File: src/rtl/rca_serial_sub.sv
// Multi-cycle ripple-borrow subtractor: Diff = A - B - Bin, SLICE bits per clock, LSB slice first.
// Optional signed-overflow output is enabled by defining RCA_SUB_OVF_EN.
module rca_serial_sub #(
  parameter int WIDTH = 32,
  parameter int SLICE = 4
) (
  input  logic             clk,
  input  logic             rst_n,
  input  logic             in_valid,
  output logic             in_ready,
  input  logic [WIDTH-1:0] A,
  input  logic [WIDTH-1:0] B,
  input  logic             Bin,
  output logic             out_valid,
  input  logic             out_ready,
  output logic [WIDTH-1:0] Diff,
  output logic             Bout
`ifdef RCA_SUB_OVF_EN
  ,
  output logic             Ovf
`endif
);

  localparam int N     = WIDTH / SLICE;
  localparam int CNT_W = (N > 1) ? $clog2(N) : 1;
  localparam logic [CNT_W-1:0] LAST = CNT_W'(N - 1);

  generate
    if ((SLICE < 1) || (WIDTH % SLICE != 0)) begin : g_bad_slice
      $error("rca_serial_sub: WIDTH must be a non-zero multiple of SLICE");
    end
  endgenerate

  typedef enum logic [1:0] {IDLE, RUN, DONE} state_t;

  state_t           state;
  logic [WIDTH-1:0] a_reg;
  logic [WIDTH-1:0] b_reg;
  logic             borrow;
  logic [CNT_W-1:0] cnt;
  logic [SLICE:0]   slice_sub;

  // Operands shift right each cycle so the active slice always sits in the low bits.
  assign slice_sub = {1'b0, a_reg[SLICE-1:0]} - {1'b0, b_reg[SLICE-1:0]}
                   - {{SLICE{1'b0}}, borrow};

  always_ff @(posedge clk or negedge rst_n) begin
    if (!rst_n) begin
      state     <= IDLE;
      in_ready  <= 1'b1;
      out_valid <= 1'b0;
      Diff      <= '0;
      Bout      <= 1'b0;
`ifdef RCA_SUB_OVF_EN
      Ovf       <= 1'b0;
`endif
      a_reg     <= '0;
      b_reg     <= '0;
      borrow    <= 1'b0;
      cnt       <= '0;
    end else begin
      case (state)
        IDLE: begin
          if (in_valid) begin
            a_reg    <= A;
            b_reg    <= B;
            borrow   <= Bin;
            cnt      <= '0;
            Diff     <= '0;
            Bout     <= 1'b0;
`ifdef RCA_SUB_OVF_EN
            Ovf      <= 1'b0;
`endif
            in_ready <= 1'b0;
            state    <= RUN;
          end
        end
        RUN: begin
          Diff[int'(cnt) * SLICE +: SLICE] <= slice_sub[SLICE-1:0];
          borrow <= slice_sub[SLICE];
          a_reg  <= a_reg >> SLICE;
          b_reg  <= b_reg >> SLICE;
          if (cnt == LAST) begin
            cnt       <= '0;
            Bout      <= slice_sub[SLICE];
`ifdef RCA_SUB_OVF_EN
            // On the last slice the slice MSBs are the operand and result sign bits.
            Ovf       <= (a_reg[SLICE-1] != b_reg[SLICE-1]) &&
                         (slice_sub[SLICE-1] != a_reg[SLICE-1]);
`endif
            out_valid <= 1'b1;
            state     <= DONE;
          end else begin
            cnt <= cnt + 1'b1;
          end
        end
        DONE: begin
          if (out_ready) begin
            out_valid <= 1'b0;
            in_ready  <= 1'b1;
            state     <= IDLE;
          end
        end
        default: begin
          state     <= IDLE;
          in_ready  <= 1'b1;
          out_valid <= 1'b0;
        end
      endcase
    end
  end

endmodule

File: config.mk
export PLATFORM = sky130hd
export DESIGN_NAME = rca_serial_sub
export DESIGN_NICKNAME = d
export VERILOG_FILES = /design/src/rtl/rca_serial_sub.sv
export SDC_FILE = /design/constraint.sdc
export NUM_CORES = 1
export LEC_CHECK = 0
export CORE_UTILIZATION = 40
export DETAILED_ROUTE_END_ITERATION = 12
export SYNTH_ARGS = -nofsm -noshare
export SYNTH_HDL_FRONTEND = slang
export SYNTH_SLANG_ARGS = --single-unit
File: constraint.sdc
create_clock -name clk -period 5.6 [get_ports clk]
set_clock_uncertainty 0.2 [all_clocks]
set_input_delay 1.12 -clock clk [delete_from_list [all_inputs] [get_ports clk]]
set_output_delay 1.12 -clock clk [all_outputs]
set_load 0.01 [all_outputs]
==> Word level (Yosys, flattened, before mapping) <==
Cells that the tools add are included.
{ "word_totals": {"register_bits": 105, "input_bits": 69, "out_inout_bits": 35, "wordCells": 54} }
{ "op_classes": {"add_sub_neg": 4, "eq_ne": 6, "shift": 2, "mux": 24, "n_bitwise": 2, "reduce_logical": 7} }
{ "ops": {"columns": ["operator", "count"], "rows": [
  ["$pmux W32 S2", 3],
  ["$mux W32", 3],
  ["$neg A5 Y33", 1],
  ["$shift A4 B33 Y32 const A", 1],
  ["$shiftx A4 B33 Y32", 1],
  ["$bwmux W32", 1],
  ["$reduce_and A3 Y1", 4],
  ["$mux W1", 6],
  ["$mux W2", 3],
  ["$mux W3", 2],
  ["$ne A2 B2 Y1 const B", 3],
  ["$pmux W1 S3", 2],
  ["$pmux W2 S3", 1],
  ["$pmux W3 S2", 1],
  ["$sub A4 B4 Y5", 1],
  ["$sub A5 B1 Y5", 1],
  ["$pmux W1 S2", 2],
  ["$add A3 B1 Y3 const B", 1],
  ["$eq A3 B3 Y1 const B", 1],
  ["$eq A2 B1 Y1 const B", 1],
  ["$eq A2 B2 Y1 const B", 1],
  ["$logic_not A2 Y1", 1],
  ["$not A1 Y1", 2],
  ["$reduce_and A2 Y1", 1],
  ["$reduce_bool A2 Y1", 1]
]} }

==> Logic depth before layout (Yosys ltp) <==
Gate-level depths: netlist of run 1.
{ "logic_depth": {"depth_word": 5, "ltp_mapped": 8, "depth_no_buf": 8} }

==> Worst setup path after synthesis of run 1 <==
No wires, ideal clock.
{ "synth_path": {"path_type": "reg2reg", "startpoint": "register a_reg[0]", "endpoint": "register Diff[19]", "setup_ps": 144, "arrival_ps": 1901, "t_required_ps": 5256, "path_slack_ps": 3355, "stages_incl_launch_ff": 8, "n_path_buf": 0, "period_less_slack_ps": 2245, "cell_sequence": "dfrtp_1 fa_1 inv_1 ha_1 o21ai_0 nand3b_1 xnor2_1 o21ai_0"} }
{ "synth_between": {"elab_chain_cells": 5} }
{ "synth_rtl": {"columns": ["item", "line_no", "text"], "rows": [
  ["from (decl)", "37", "logic [WIDTH-1:0] a_reg;"],
  ["from (signal assigned)", "81", "a_reg <= a_reg >> SLICE;"],
  ["$sub A4 B4 Y5", "44", "assign slice_sub = {1'b0, a_reg[SLICE-1:0]} - {1'b0, b_reg[SLICE-1:0]}"],
  ["$sub A5 B1 Y5", "45", "- {{SLICE{1'b0}}, borrow};"],
  ["$shiftx A4 B33 Y32", "79", "Diff[int'(cnt) * SLICE +: SLICE] <= slice_sub[SLICE-1:0];"],
  ["$bwmux W32", "79", null],
  ["$pmux W32 S2", "62", "case (state)"],
  ["to (signal, indexed assignment)", "79", null],
  ["to (decl)", "16", "output logic [WIDTH-1:0] Diff,"]
]} }
Every way passes these cells.
A chain may end at the register's enable or synchronous reset.

==> Worst setup path in the final report of run 1 <==
{ "layout_path": {"startpoint": "input in_valid", "endpoint": "register Diff[3]"} }
{ "layout_between": {"elab_chain_cells": 2} }
{ "layout_rtl": {"columns": ["item", "line_no", "text"], "rows": [
  ["from (decl)", "9", "input logic in_valid,"],
  ["$ne A2 B2 Y1 (no line)", null, null],
  ["$reduce_and A2 Y1 (no line)", null, null]
]} }
Every way passes these cells.

==> results of run 1 <==
-- per-layer routing --
layer	GRT usage [%]	wire length, um	up-vias
met5	0	0	-
met4	6.41	159	0
met3	4.16	590	10
met2	31.0	5950	101
met1	27.6	5890	2047
li1	-	-	2039
-- final cells by class --
cell class / instances / area [sq um]
fillers: 1164 / 5720
flip-flops and latches: 105 / 2630
multi-input cells: 336 / 2230
repair buffers: 109 / 1070
clock buffers: 11 / 243
well taps: 168 / 210
clock inverters: 5 / 55.1
inverters: 14 / 52.6
-- critical path, stage by stage --
cell and delay [ns]:
clkdlybuf4s50_1 0.53, nor2b_4 0.17, nand2b_1 0.62, nand3_1 0.31
o21ai_0 0.11
-- cell families after synthesis --
| group | Yosys count | synth area share, % |
|---|---|---|
| buffers and inverters | 57 | 4.90 |
| muxes | 1 | 0.196 |
| AOI/OAI and AO/OA | 228 | 28.8 |
| DFF | 105 | 51.5 |
| xor gates and xnor gates | 6 | 1.03 |
| and+or+nand+nor | 86 | 9.56 |
| adders and majority gates | 15 | 3.97 |
-- cells in the final DEF, fill, tap and decap left out, drive strengths merged, types with 2 or more instances in the layout --
master / Yosys / routed
a21oi: 4 / 4
a22oi: 118 / 118
buf: 21 / 7
clkbuf: 22 / 11
clkdlybuf4s50: 0 / 102
clkinv: 0 / 2
clkinvlp: 0 / 2
dfrtp: 104 / 104
fa: 2 / 2
ha: 13 / 13
inv: 14 / 14
nand2: 24 / 24
nand2b: 3 / 3
nand3: 33 / 33
nand3b: 2 / 2
nand4: 5 / 5
nand4b: 3 / 3
nor2: 6 / 6
nor2b: 2 / 2
nor3: 3 / 3
nor3b: 2 / 2
o21ai: 95 / 95
o31ai: 6 / 6
or3: 2 / 2
xnor2: 4 / 4
xor2: 2 / 2
-- power groups by stage --
stage / clock network [mW] / logic (mW) / registers [mW]
6_report: 0.643 / 1.40 / 1.22
5_1_grt: 0.687 / 1.57 / 1.26
4_1_cts: 0.652 / 1.42 / 1.22
3_5_place_dp: 0 / 1.42 / 1.24
3_3_place_gp: 0 / 1.38 / 1.23
2_1_floorplan: 0 / 0.909 / 1.22
-- cells in the mapped netlist (2+ instances only) --
library cell	number
fa_1	2
nand3b_1	2
o31ai_1	6
dfrtp_1	104
nor3_1	3
or3_1	2
nand2b_1	3
clkbuf_1	22
nor3b_1	2
o21ai_0	94
buf_4	4
ha_1	13
nand2_1	24
nand4b_2	3
nor2_1	6
nand3_1	33
a21oi_1	4
nand4_2	5
xnor2_1	4
xor2_1	2
a22oi_1	118
buf_2	17
inv_1	14
-- worst paths after layout --
kind | start | end | slack [ns]
min in group asynchronous | rst_n | Diff[5]$_DFFE_PN0P_ | 0.59
min | Diff[4]$_DFFE_PN0P_ | Diff[4]$_DFFE_PN0P_ | 0.30
max | in_valid | Diff[3]$_DFFE_PN0P_ | 2.72
max reg2reg | a_reg[0]$_DFFE_PN0P_ | Diff[19]$_DFFE_PN0P_ | 2.98
max in group asynchronous | rst_n | state[0]$_DFFE_PN0P_ | 3.39
min reg2reg | Diff[4]$_DFFE_PN0P_ | Diff[4]$_DFFE_PN0P_ | 0.30
-- stage by stage --
stage          utilization [%]  area [sq um]  instances
2_1_floorplan                -          5100        498
5_1_grt                   53.2          6500        748
6_report                  53.2          6500        748
4_1_cts                   53.2          6500        748
3_3_place_gp              50.8          6200        732
3_5_place_dp              50.8          6200        732
==> flow_summary_export.csv, run 1 <==
group,metric,value,unit
timing,min_period,2.88,ns
timing,period_share,51.4,%
synth,syn_avg_cell_area,10.2,sq um
timing,setup_slack,2.72,ns
floorplan,core_area,0.0122,sq mm
timing,worst_pin_slew,1.19,ns
pwr,p_sw,1.29,mW
clocking,clkSlewWorstSetupHoldPaths,0.07,ns
pwr,irDropWorstVdd,0.000182,V
synth,synth-async-reset-ratio,100,%
timing,holdWs,0.295,ns
pwr,cellPowerDensity,503,mW/mm^2
global_routing,antenna_found_initial,0,
floorplan,die_w,115,um
floorplan,die_h,115,um
floorplan,start_util,41.8,%
synth,synth.distinct_cells,34,
setup_path,start_kind,"input pin",
placement,hpwl,8160,um
timing,hold_viol_final,0,
clocking,cts_tree,"built",
synth,ys_seq_elements,105,
cells_and_area,layout-area-overhead-vs-synth,27.3,%
detailed_routing,dr.pass1.iters,5,
detailed_routing,ant_nets,0,
pwr,clockPowerShare,19.7,%
synth,syn_inst,498,
cells_and_area,drive_above_1_share,6.21,%
floorplan,die_area,0.0132,sq mm
detailed_routing,avgViaCountPerCell,5.61,
detailed_routing,vias,4197,
hold_path,holdPathStages,2,
clocking,cts-root-buf,"clkbuf_16",
global_routing,grt_pass1_vias,4013,
setup_path,cp_max_fo,33,
run_status,status,"complete, no violations",
clocking,clk_latency,0.35,ns
setup_path,crit_path_end_kind,"flip-flop",
detailed_routing,drc,0,
floorplan,rows,40,
detailed_routing,drt_iter0_markers,315,
setup_path,critical_path_class,"in -> reg",
hold_path,hp-class,"reg -> reg",
timing,finalSetupTns,0,ns
placement,dp_slack,2.35,ns
pwr,pwr-share-comb,42.9,%
synth,synth_ff_type,"dfrtp_1",
synth,ys_seq_area_share,51.5,%
global_routing,grt_first_pass_wirelength,20500,um
pwr,p_int,1.98,mW
detailed_routing,post_drt_wl_per_cell,16.8,um
synth,yosys_warnings,0,
clocking,cts_max_level,3,
synth,synth_top_area_share,51.0,%
global_routing,grt_usage,19.8,%
synth,synth_area_leaders,"dfrtp_1 51%, a22oi_1 17%, o21ai_0 9.2%, nand3_1 3.2%, ha_1 3.2%",
clocking,cts.sinks,105,
timing,timing.fmax,347,MHz
global_routing,overflow,0,
clocking,cts_hold_buf,0,
setup_path,cp_data_required_time,5.60,ns
floorplan,ios,104,
clocking,cts_made_buffers,9,
global_routing,grt_max_degree,74,
synth,netlist_area,0.00510,sq mm
setup_path,worstPathArrival,2.88,ns
cells_and_area,num-nets-final,659,
placement,placement.io_buffers,103,
synth,synth_nets,582,
pwr,leakage,2.68,nW
cells_and_area,antenna_cells,0,
placement,routabilityCongestion,0.765,
flow_run,maxCapViolCount,0,
clocking,cts_resized,0,
synth,synth_edf_count,0,
pwr,switching_share,39.5,%
timing,rsz0062_at_grt,"false",
pwr,seqPwrFrac,37.4,%
timing,slew_violations,0,
detailed_routing,wirelength,12600,um
timing,setup_viol,0,
clocking,post_cts_buffers,0,
timing,relSlewSlack,20.6,%
synth,yosys.area.top_type,"dfrtp_1",
pwr,total_power,3.27,mW
clocking,cts_buffer_depth,2,
setup_path,reg2regPathDepth,7,
Power figures use the tool's default switching activity.
==> inputs of run 2 (changes only) <==
==> constraint.sdc (replaced) <==
create_clock -name clk -period 2.8 [get_ports clk]
set_clock_uncertainty 0.2 [all_clocks]
set_input_delay 0.56 -clock clk [delete_from_list [all_inputs] [get_ports clk]]
set_output_delay 0.56 -clock clk [all_outputs]
set_load 0.01 [all_outputs]
==> run 2 against run 1 <==
- clock power is 85% higher
- critical path type is now reg -> reg
- final cell count is 0.80% higher
- flip-flop and latch count stayed put
- largest cell class unchanged
- clock-buffer cell count is 3 higher
- global-route usage is 0.55 points higher
==> flow_summary_export.csv, run 2 (synthesis results as in run 1) <==
group,metric,value,unit
timing,holdWs,0.00775,ns
placement,routabilityCongestion,0.760,
detailed_routing,drt_iter0_markers,314,
timing,relSlewSlack,55.7,%
cells_and_area,nFillCells,1158,
clocking,cts_resized,0,
cells_and_area,multi_input_area,0.00223,sq mm
detailed_routing,vias,4274,
clocking,cts-root-buf,"clkbuf_16",
clocking,cts_tree,"built",
timing,timing.fmax,423,MHz
clocking,cts.sinks,105,
run_status,status,"complete, no violations",
pwr,seqPwrFrac,37.6,%
setup_path,critical_path_class,"reg -> reg",
placement,hpwl,8560,um
setup_path,cp_max_fo,3,
global_routing,overflow,0,
global_routing,grt_usage,20.4,%
placement,placement.io_buffers,103,
pwr,p_int,3.95,mW
cells_and_area,seq_area,0.00263,sq mm
setup_path,max_stage_delay,0.48,ns
timing,finalSetupTns,0,ns
pwr,leakage,2.71,nW
cells_and_area,drive_above_1_share,6.83,%
timing,hold_viol_final,0,
pwr,cellPowerDensity,995,mW/mm^2
setup_path,cpMostUsedCell,"fa_1",
global_routing,grt_pass1_vias,4103,
floorplan,die_w,115,um
detailed_routing,post_drt_wl_per_cell,17.0,um
global_routing,antenna_found_initial,0,
setup_path,worstPathArrival,2.41,ns
floorplan,ios,104,
floorplan,die_area,0.0132,sq mm
clocking,cts_max_level,3,
floorplan,core_area,0.0122,sq mm
detailed_routing,dr.pass1.iters,5,
setup_path,crit_path_end_kind,"flip-flop",
detailed_routing,ant_nets,0,
pwr,switching_share,39.4,%
global_routing,grt_first_pass_wirelength,21400,um
cells_and_area,layout-area-overhead-vs-synth,28.5,%
timing,worst_pin_slew,0.665,ns
global_routing,grt_max_degree,65,
clocking,clk_latency,0.33,ns
clocking,cts_made_buffers,9,
timing,rsz0062_at_grt,"false",
cells_and_area,num-nets-final,665,
timing,slew_violations,0,
floorplan,die_h,115,um
setup_path,slowest_stage,"fa_1",
clocking,post_cts_buffers,0,
hold_path,hp-class,"in -> async",
pwr,p_sw,2.57,mW
clocking,clkSlewWorstSetupHoldPaths,0.07,ns
detailed_routing,wirelength,12800,um
detailed_routing,drc,0,
pwr,pwr-share-comb,44.2,%
timing,setup_viol,0,
floorplan,rows,40,
clocking,cts_hold_buf,0,
pwr,irDropWorstVdd,0.000366,V
cells_and_area,final_cell_mix,"118 x a22oi_1, 102 x dfrtp_1, 102 x clkdlybuf4s50_1, 94 x o21ai_0, 33 x nand3_1",
setup_path,start_kind,"flip-flop",
setup_path,cp_data_required_time,2.85,ns
flow_run,maxCapViolCount,0,
cells_and_area,antenna_cells,0,
floorplan,start_util,41.8,%
timing,period_share,84.5,%
timing,min_period,2.37,ns
pwr,clockPowerShare,18.2,%
cells_and_area,layout_commonest_cell,"a22oi_1",
clocking,cts_buffer_depth,2,
setup_path,worstPathCellList,"fa_1 > fa_1 > xor2_1 > nand2_1 > o21ai_0",
detailed_routing,avgViaCountPerCell,5.67,
run 2: final cells by class:
| cell class | count | share of cell area [%] |
|---|---|---|
| sequential | 105 | 40.1 |
| inverter | 14 | 0.801 |
| tap | 168 | 3.21 |
| timing repair buffer | 115 | 17.6 |
| multi-input combinational | 336 | 34.0 |
| clock buffer | 14 | 4.03 |
| clock inverter | 2 | 0.191 |
run 2: critical path: cells and delay by family (launching register included):
family	cells	cell delay (ns)
fa+ha+maj	2	0.93
flops	1	0.42
xor+xnor	1	0.37
compound gates	1	0.20
simple gates	1	0.15
run 2: routing by layer:
layer	global-route usage, %	wire (um)
met1	28.7	5970
met2	32.4	6140
met3	2.79	503
met4	7.01	226
met5	0	0
run 2: power groups by stage:
stage	clock network, mW	logic [mW]	registers (mW)
2_1_floorplan	0	1.82	2.45
3_3_place_gp	0	2.83	2.46
3_5_place_dp	0	2.91	2.48
4_1_cts	1.22	2.92	2.46
5_1_grt	1.29	3.25	2.53
6_report	1.19	2.88	2.46
run 2: worst paths after layout:
path,from,endpoint,slack (ns),cells past startpoint
worst max-delay path,a_reg[0]$_DFFE_PN0P_,Diff[26]$_DFFE_PN0P_,0.43,5
worst min-delay path,rst_n,Diff[6]$_DFFE_PN0P_,0.008,1
worst max register to register,a_reg[0]$_DFFE_PN0P_,Diff[26]$_DFFE_PN0P_,0.43,5
worst min register to register,b_reg[0]$_DFFE_PN0P_,b_reg[0]$_DFFE_PN0P_,0.29,2
max in group asynchronous,rst_n,b_reg[21]$_DFFE_PN0P_,1.69,2
min in group clk,b_reg[0]$_DFFE_PN0P_,b_reg[0]$_DFFE_PN0P_,0.29,2
run 2: stage by stage:
stage	worst slack [ns]	total power, mW	instances	instance area [sq um]	utilization (%)
final	0.434	6.53	754	6560	53.7
after detailed placement	0.412	5.39	738	6280	51.4
after global placement	0.471	5.29	738	6280	51.4
after CTS	0.393	6.59	754	6560	53.7
after global routing	0.237	7.06	754	6560	53.7
after floorplan	0.555	4.26	498	5100	-
